<file path="src/rtl/ysram_arbiter.sv">
// rtl/ysram_arbiter.sv - two-requester round-robin read arbiter for the Y-matrix SRAM
module ysram_arbiter #(
    parameter int ADDR_W = 11,
    parameter int DATA_W = 256,
    parameter int RD_LAT = 2,
    parameter int ROWS   = 1500
) (
    input  logic              clock,
    input  logic              reset,
    input  logic              hold,
    input  logic              rowReq_valid,
    input  logic [ADDR_W-1:0] rowReq_addr,
    output logic              rowReq_ready,
    input  logic              adrReq_valid,
    input  logic [ADDR_W-1:0] adrReq_addr,
    output logic              adrReq_ready,
    output logic              sram_ce,
    output logic [ADDR_W-1:0] sram_addr,
    input  logic [DATA_W-1:0] sram_rdata,
    output logic              rowRsp_valid,
    output logic              adrRsp_valid,
    output logic [DATA_W-1:0] rsp_data,
    output logic              rsp_err,
    output logic              busy
);

    localparam logic [31:0] ROWS_U = 32'(ROWS);

    // r_rst_done keeps both readies low for the first cycle after reset release
    logic              r_rst_done;
    // r_rr_adr = 1 means the address engine wins the next contention
    logic              r_rr_adr;
    logic [ADDR_W-1:0] r_sram_addr;
    logic [DATA_W-1:0] r_rsp_data;
    // tag pipeline: stage k is valid k+1 cycles after acceptance
    logic [RD_LAT:0]   r_tag_v;
    logic [RD_LAT:0]   r_tag_adr;
    logic [RD_LAT:0]   r_tag_err;

    logic              w_en;
    logic              w_row_gnt;
    logic              w_adr_gnt;
    logic              w_accept;
    logic [ADDR_W-1:0] w_addr;
    logic              w_err;
    logic              w_ce;

    // grant selection: sole requester wins, contention goes to the pointer's side
    always_comb begin
        w_en      = reset & r_rst_done & ~hold;
        w_row_gnt = w_en & rowReq_valid & (~adrReq_valid | ~r_rr_adr);
        w_adr_gnt = w_en & adrReq_valid & (~rowReq_valid | r_rr_adr);
        w_accept  = w_row_gnt | w_adr_gnt;
        w_addr    = w_row_gnt ? rowReq_addr : adrReq_addr;
        w_err     = (32'(w_addr) >= ROWS_U);
        w_ce      = w_accept & ~w_err;
    end

    assign rowReq_ready = w_row_gnt;
    assign adrReq_ready = w_adr_gnt;
    assign sram_ce      = w_ce;
    assign sram_addr    = w_ce ? w_addr : r_sram_addr;

    // responses come straight off the last tag stage; masked while reset is low
    assign rowRsp_valid = reset & r_tag_v[RD_LAT] & ~r_tag_adr[RD_LAT];
    assign adrRsp_valid = reset & r_tag_v[RD_LAT] &  r_tag_adr[RD_LAT];
    assign rsp_err      = reset & r_tag_v[RD_LAT] &  r_tag_err[RD_LAT];
    assign rsp_data     = r_rsp_data;
    assign busy         = rowReq_valid | adrReq_valid | (|r_tag_v);

    // reset-release flag and round-robin pointer (moves only on an accept)
    always_ff @(posedge clock) begin
        if (!reset) begin
            r_rst_done <= 1'b0;
            r_rr_adr   <= 1'b0;
        end else begin
            r_rst_done <= 1'b1;
            if (w_accept) begin
                r_rr_adr <= w_row_gnt;
            end
        end
    end

    // remember the last issued SRAM address so it holds between reads
    always_ff @(posedge clock) begin
        if (!reset) begin
            r_sram_addr <= '0;
        end else if (w_ce) begin
            r_sram_addr <= w_addr;
        end
    end

    // shift {valid, requester, err} one stage per cycle; reset drops in-flight reads
    always_ff @(posedge clock) begin
        if (!reset) begin
            r_tag_v   <= '0;
            r_tag_adr <= '0;
            r_tag_err <= '0;
        end else begin
            r_tag_v   <= {r_tag_v[RD_LAT-1:0], w_accept};
            r_tag_adr <= {r_tag_adr[RD_LAT-1:0], w_adr_gnt};
            r_tag_err <= {r_tag_err[RD_LAT-1:0], w_err};
        end
    end

    // capture SRAM data in the cycle it is valid; error slots load zero
    always_ff @(posedge clock) begin
        if (!reset) begin
            r_rsp_data <= '0;
        end else if (r_tag_v[RD_LAT-1]) begin
            r_rsp_data <= r_tag_err[RD_LAT-1] ? '0 : sram_rdata;
        end
    end

endmodule

</file>
<file path="config.mk">
export PLATFORM = sky130hd
export DESIGN_NAME = ysram_arbiter
export DESIGN_NICKNAME = d
export VERILOG_FILES = /design/src/rtl/ysram_arbiter.sv
export SDC_FILE = /design/constraint.sdc
export NUM_CORES = 1
export LEC_CHECK = 0
export BUFFER_PORTS_ARGS = -buffer_cell sky130_fd_sc_hd__buf_2
export CORE_AREA = 2 2 214 216
export CTS_BUF_LIST = sky130_fd_sc_hd__clkbuf_4 sky130_fd_sc_hd__clkbuf_8
export DETAILED_ROUTE_END_ITERATION = 8
export DIE_AREA = 0 0 216 218
export HOLD_SLACK_MARGIN = 0.05
export PLACE_DENSITY = 0.57
export SYNTH_ARGS = -nofsm -noshare
export SYNTH_HDL_FRONTEND = slang
export SYNTH_SLANG_ARGS = --single-unit
</file>
<file path="constraint.sdc">
create_clock -name clock -period 1.6 [get_ports clock]
set_input_delay 0.16 -clock clock [delete_from_list [all_inputs] [get_ports clock]]
set_output_delay 0.16 -clock clock [all_outputs]
set_load 0.005 [all_outputs]
</file>
==> impl_results.md <==
- Run status: complete, but fails checks
- Violations in the final reports: negative hold slack, negative setup slack
- Most repeated library cell on the critical path: sky130_fd_sc_hd__buf_6
- Worst-path clk slew: 0.06 ns
- Core area: 0.0449 sq mm
- Capturing element type of the critical path: output port
- Fraction of layout instances using a drive strength above 1: 35.9%
- Hold slack: -0.0208 ns
- Max-slew violation total from the final report: 0
- # diodes: 0
- Design Area, Final: 0.0190 sq mm
- Final-stage net count: 2,351
- Global placer's final weighted congestion: 0.865
- Pin slew with the least headroom to its limit: 0.576 ns
- Post-Synthesis Net Count: 1,506
- Endpoint required time on the critical path: 1.44 ns
- WS Path Type: reg -> out
- GR Util All Layers: 16.3%
- Cell count after placement: 2,338
- Setup TNS: -13.88 ns
- Placed Area: 0.0149 sq mm
- Final clock period utilization by the worst path: 152%
- Overall power of the completed layout: 16.0 mW
- Highest net fanout along the worst path: 7
- Worst-case clock buffer depth: 3
- I/O pin total: 557
- Unrepaired setup endpoints after global routing: yes
- Port-buffer cells: 556
- Antenna violations before repair: 0
- Count of clock tree sinks: 278
- Synth Area per Inst: 9.17 sq um
- Detailed Route WL: 41,500 um
- Crit path launch type: register
- Total congestion overflow: 0
- Routed vias: 11,615
- Most frequent standard cell in the layout excluding fill and tap cells: sky130_fd_sc_hd__buf_2
- Share of the yosys chip area belonging to registers: 49.6%
- Slowest stage cell, crit path: sky130_fd_sc_hd__dfxtp_2
- Count of buffering cells on the critical path with inverters included: 2
- DRT antenna net count: 0
- Placement Rows: 78
- Count of final setup violators: 23
- Library cells used by synthesis: 31
- Clk root buf: sky130_fd_sc_hd__clkbuf_8
- Commonest non-fill, non-tap cells in the layout: 545 x sky130_fd_sc_hd__buf_2, 510 x sky130_fd_sc_hd__nor2b_1, 275 x sky130_fd_sc_hd__dfxtp_1, 261 x sky130_fd_sc_hd__dlygate4sd3_1, 255 x sky130_fd_sc_hd__a21oi_1
- Die H: 218 um
- Worst setup skew after layout: 0.00783 ns
- Detailed-routing iteration count for the pre-antenna-repair pass: 7
- CTS tree: done
- Register share of total power: 44.5%
- Detailed-route wire length per cell: 15.3 um
- Post-synthesis instance area: 0.0112 sq mm
- Post-route DRC violation count: 0
- Die Footprint: 0.0471 sq mm
- Internal portion of total power: 12.3 mW
- Worst setup margin: -0.829 ns
- Width of the die: 216 um
- Clock network latency to the later pin of the worst-skew pair: 0.58 ns
- Inserted Clock Buffers: 49
- Top cells by area in the synthesized netlist: sky130_fd_sc_hd__dfxtp_1 50%, sky130_fd_sc_hd__nor2b_1 29%, sky130_fd_sc_hd__a21oi_1 11%
- Maximum number of pins on one net before global-route repair: 145
- Minimum clock period: 2.43 ns
- DRT iter0 DRCs: 581
- Highest clock rate: 0.412 GHz
- Maximum VDD drop: 602 uV
- Growth of design area from synthesis to finish: 69.2%
- P_leak: 8.85 nW
- Share of total power in combinational logic: 11.7%
- Depth of the CTS H-tree: 2
- Cell-by-cell trace of the critical path: and3b_2 -> and3_4 -> a221oi_4 -> buf_6 -> mux2_4 -> buf_6
- Cell type with the highest aggregate area in the netlist: sky130_fd_sc_hd__dfxtp_1
- Number of vias per cell: 4.30
- Vias in the first global route: 11,873
- Switching share of power: 23.3%
- Hold Crit Class: in -> reg
- Starting Density: 25.0%
- Share of power burned in the clock network: 43.7%
- Area share of the largest cell type after synthesis: 49.6%
- Number of instances in the synthesized netlist: 1,223
- Family with the most delay on the worst path: simple AND/OR/NAND/NOR gates
- Yosys reg bits: 278
- Worst relative slew slack: 61.6%
- Reported max-cap violation count: 0
- Power density over cell area: 843 mW/mm^2
- Net Switching: 3.72 mW
- Post-route non-filler standard cell count: 2,703
- Number of failing hold endpoints at the final stage: 1
- First-pass GRT wire length: 62,400 um
- CP arrival: 2.27 ns
- Post-detail-place hpwl: 25,700 um
- Synthesis Warnings: 0
- Peak per-stage delay on the critical path: 0.32 ns
## per-layer routing
layer	GRT usage [%]	vias to the layer above	share of wire (%)
met3	4.55	123	7.0
li1	-	5649	-
met4	8.65	0	4.5
met5	0	-	0
met2	28.0	453	48
met1	18.5	5390	40
## synth_stat cells
library cell	count
sky130_fd_sc_hd__nor2b_1	511
sky130_fd_sc_hd__dfxtp_1	278
sky130_fd_sc_hd__a21oi_1	255
sky130_fd_sc_hd__clkbuf_1	62
sky130_fd_sc_hd__buf_2	26
sky130_fd_sc_hd__mux2_4	19
sky130_fd_sc_hd__and2_1	17
sky130_fd_sc_hd__mux2_2	10
sky130_fd_sc_hd__nor2_1	8
sky130_fd_sc_hd__nand2_1	5
sky130_fd_sc_hd__inv_1	4
sky130_fd_sc_hd__and3_1	3
sky130_fd_sc_hd__buf_6	3
sky130_fd_sc_hd__o21ai_0	3
sky130_fd_sc_hd__a211oi_1	2
sky130_fd_sc_hd__a31oi_1	2
sky130_fd_sc_hd__a21boi_1	1
sky130_fd_sc_hd__a21boi_2	1
sky130_fd_sc_hd__a221oi_4	1
sky130_fd_sc_hd__a311o_1	1
sky130_fd_sc_hd__a311oi_1	1
sky130_fd_sc_hd__and3b_1	1
sky130_fd_sc_hd__mux2_1	1
sky130_fd_sc_hd__nand3_1	1
sky130_fd_sc_hd__nand3b_2	1
sky130_fd_sc_hd__nor3_1	1
sky130_fd_sc_hd__nor4_1	1
sky130_fd_sc_hd__o211a_1	1
sky130_fd_sc_hd__o22ai_1	1
sky130_fd_sc_hd__o2bb2ai_1	1
sky130_fd_sc_hd__o31a_1	1
## cells by family (layout without fill, tap and decap cells)
| logic type | after synthesis | in the layout | share of synthesized area, % |
|---|---|---|---|
| multiplexers | 30 | 30 | 3.65 |
| AND/OR/NAND/NOR | 549 | 549 | 30.4 |
| flip-flops | 278 | 278 | 49.6 |
| buffers and inverters | 95 | 975 | 3.67 |
| AO/OA/AOI/OAI | 271 | 271 | 12.6 |
## path summary, 6_finish.rpt
path | start | cells past startpoint | endpoint | slack [ns]
setup reg to reg | r_rst_done$_DFF_P_ | 10 | r_sram_addr[8]$_SDFF_PN0_ | -0.52
hold reg to reg | r_tag_adr[0]$_SDFF_PN0_ | 1 | r_tag_adr[1]$_SDFF_PN0_ | 0.43
setup / recovery | r_rst_done$_DFF_P_ | 6 | sram_addr[1] | -0.83
hold / removal | rowReq_addr[0] | 3 | r_sram_addr[0]$_SDFF_PN0_ | -0.02
## per-stage QoR
step                      worst slack, ns  util [%]
after floorplan                   -0.0605         -
after global placement             -0.363      33.2
after detailed placement           -0.362      33.2
after CTS                          -0.873      41.9
after global routing               -0.942      42.2
final                              -0.829      42.2
## worst reg2reg max path, cell delays in order, from the launching register on
cell and delay [ns]:
sky130_fd_sc_hd__dfxtp_2 0.32, sky130_fd_sc_hd__and3b_2 0.25, sky130_fd_sc_hd__and3_4 0.19, sky130_fd_sc_hd__a221oi_4 0.29
sky130_fd_sc_hd__buf_6 0.18, sky130_fd_sc_hd__buf_6 0.10, sky130_fd_sc_hd__buf_6 0.09, sky130_fd_sc_hd__buf_6 0.08
sky130_fd_sc_hd__buf_6 0.09, sky130_fd_sc_hd__buf_6 0.11, sky130_fd_sc_hd__mux2_4 0.30
## power groups by stage
stage | clock (mW) | combinational (mW) | sequential (mW)
floorplan | 0 | 0.556 | 7.27
global placement | 0 | 1.25 | 7.26
detailed placement | 0 | 1.27 | 7.27
CTS | 7.25 | 1.83 | 7.12
global route | 7.57 | 2.02 | 7.13
finish | 6.99 | 1.88 | 7.12
## repair_timing
item	CTS	global route
gates resized for setup	20	20
cloned	3	2
endpoints found under the setup margin	26	67
setup buffers	7	8
pin swaps	4	5
hold buffers	261	1
endpoints found under the hold margin	270	10
## registers in the layout, summed over array words and instances (netlist names)
signal	cells
r_sram_addr	11
r_tag_adr	3
rsp_data	256
r_tag_v	3
r_rst_done	1
r_rr_adr	1
r_tag_err	3
## cell type report
| cell class | instances | area (sq um) |
|---|---|---|
| fillers | 4276 | 25900 |
| repair buffers | 885 | 6260 |
| flip-flops and latches | 278 | 5570 |
| multi-input cells | 850 | 5310 |
| clock buffers | 82 | 1030 |
| well taps | 600 | 751 |
| clock inverters | 4 | 20.0 |
| inverters | 4 | 15.0 |
Note: power is estimated with default switching activity, not from simulation.
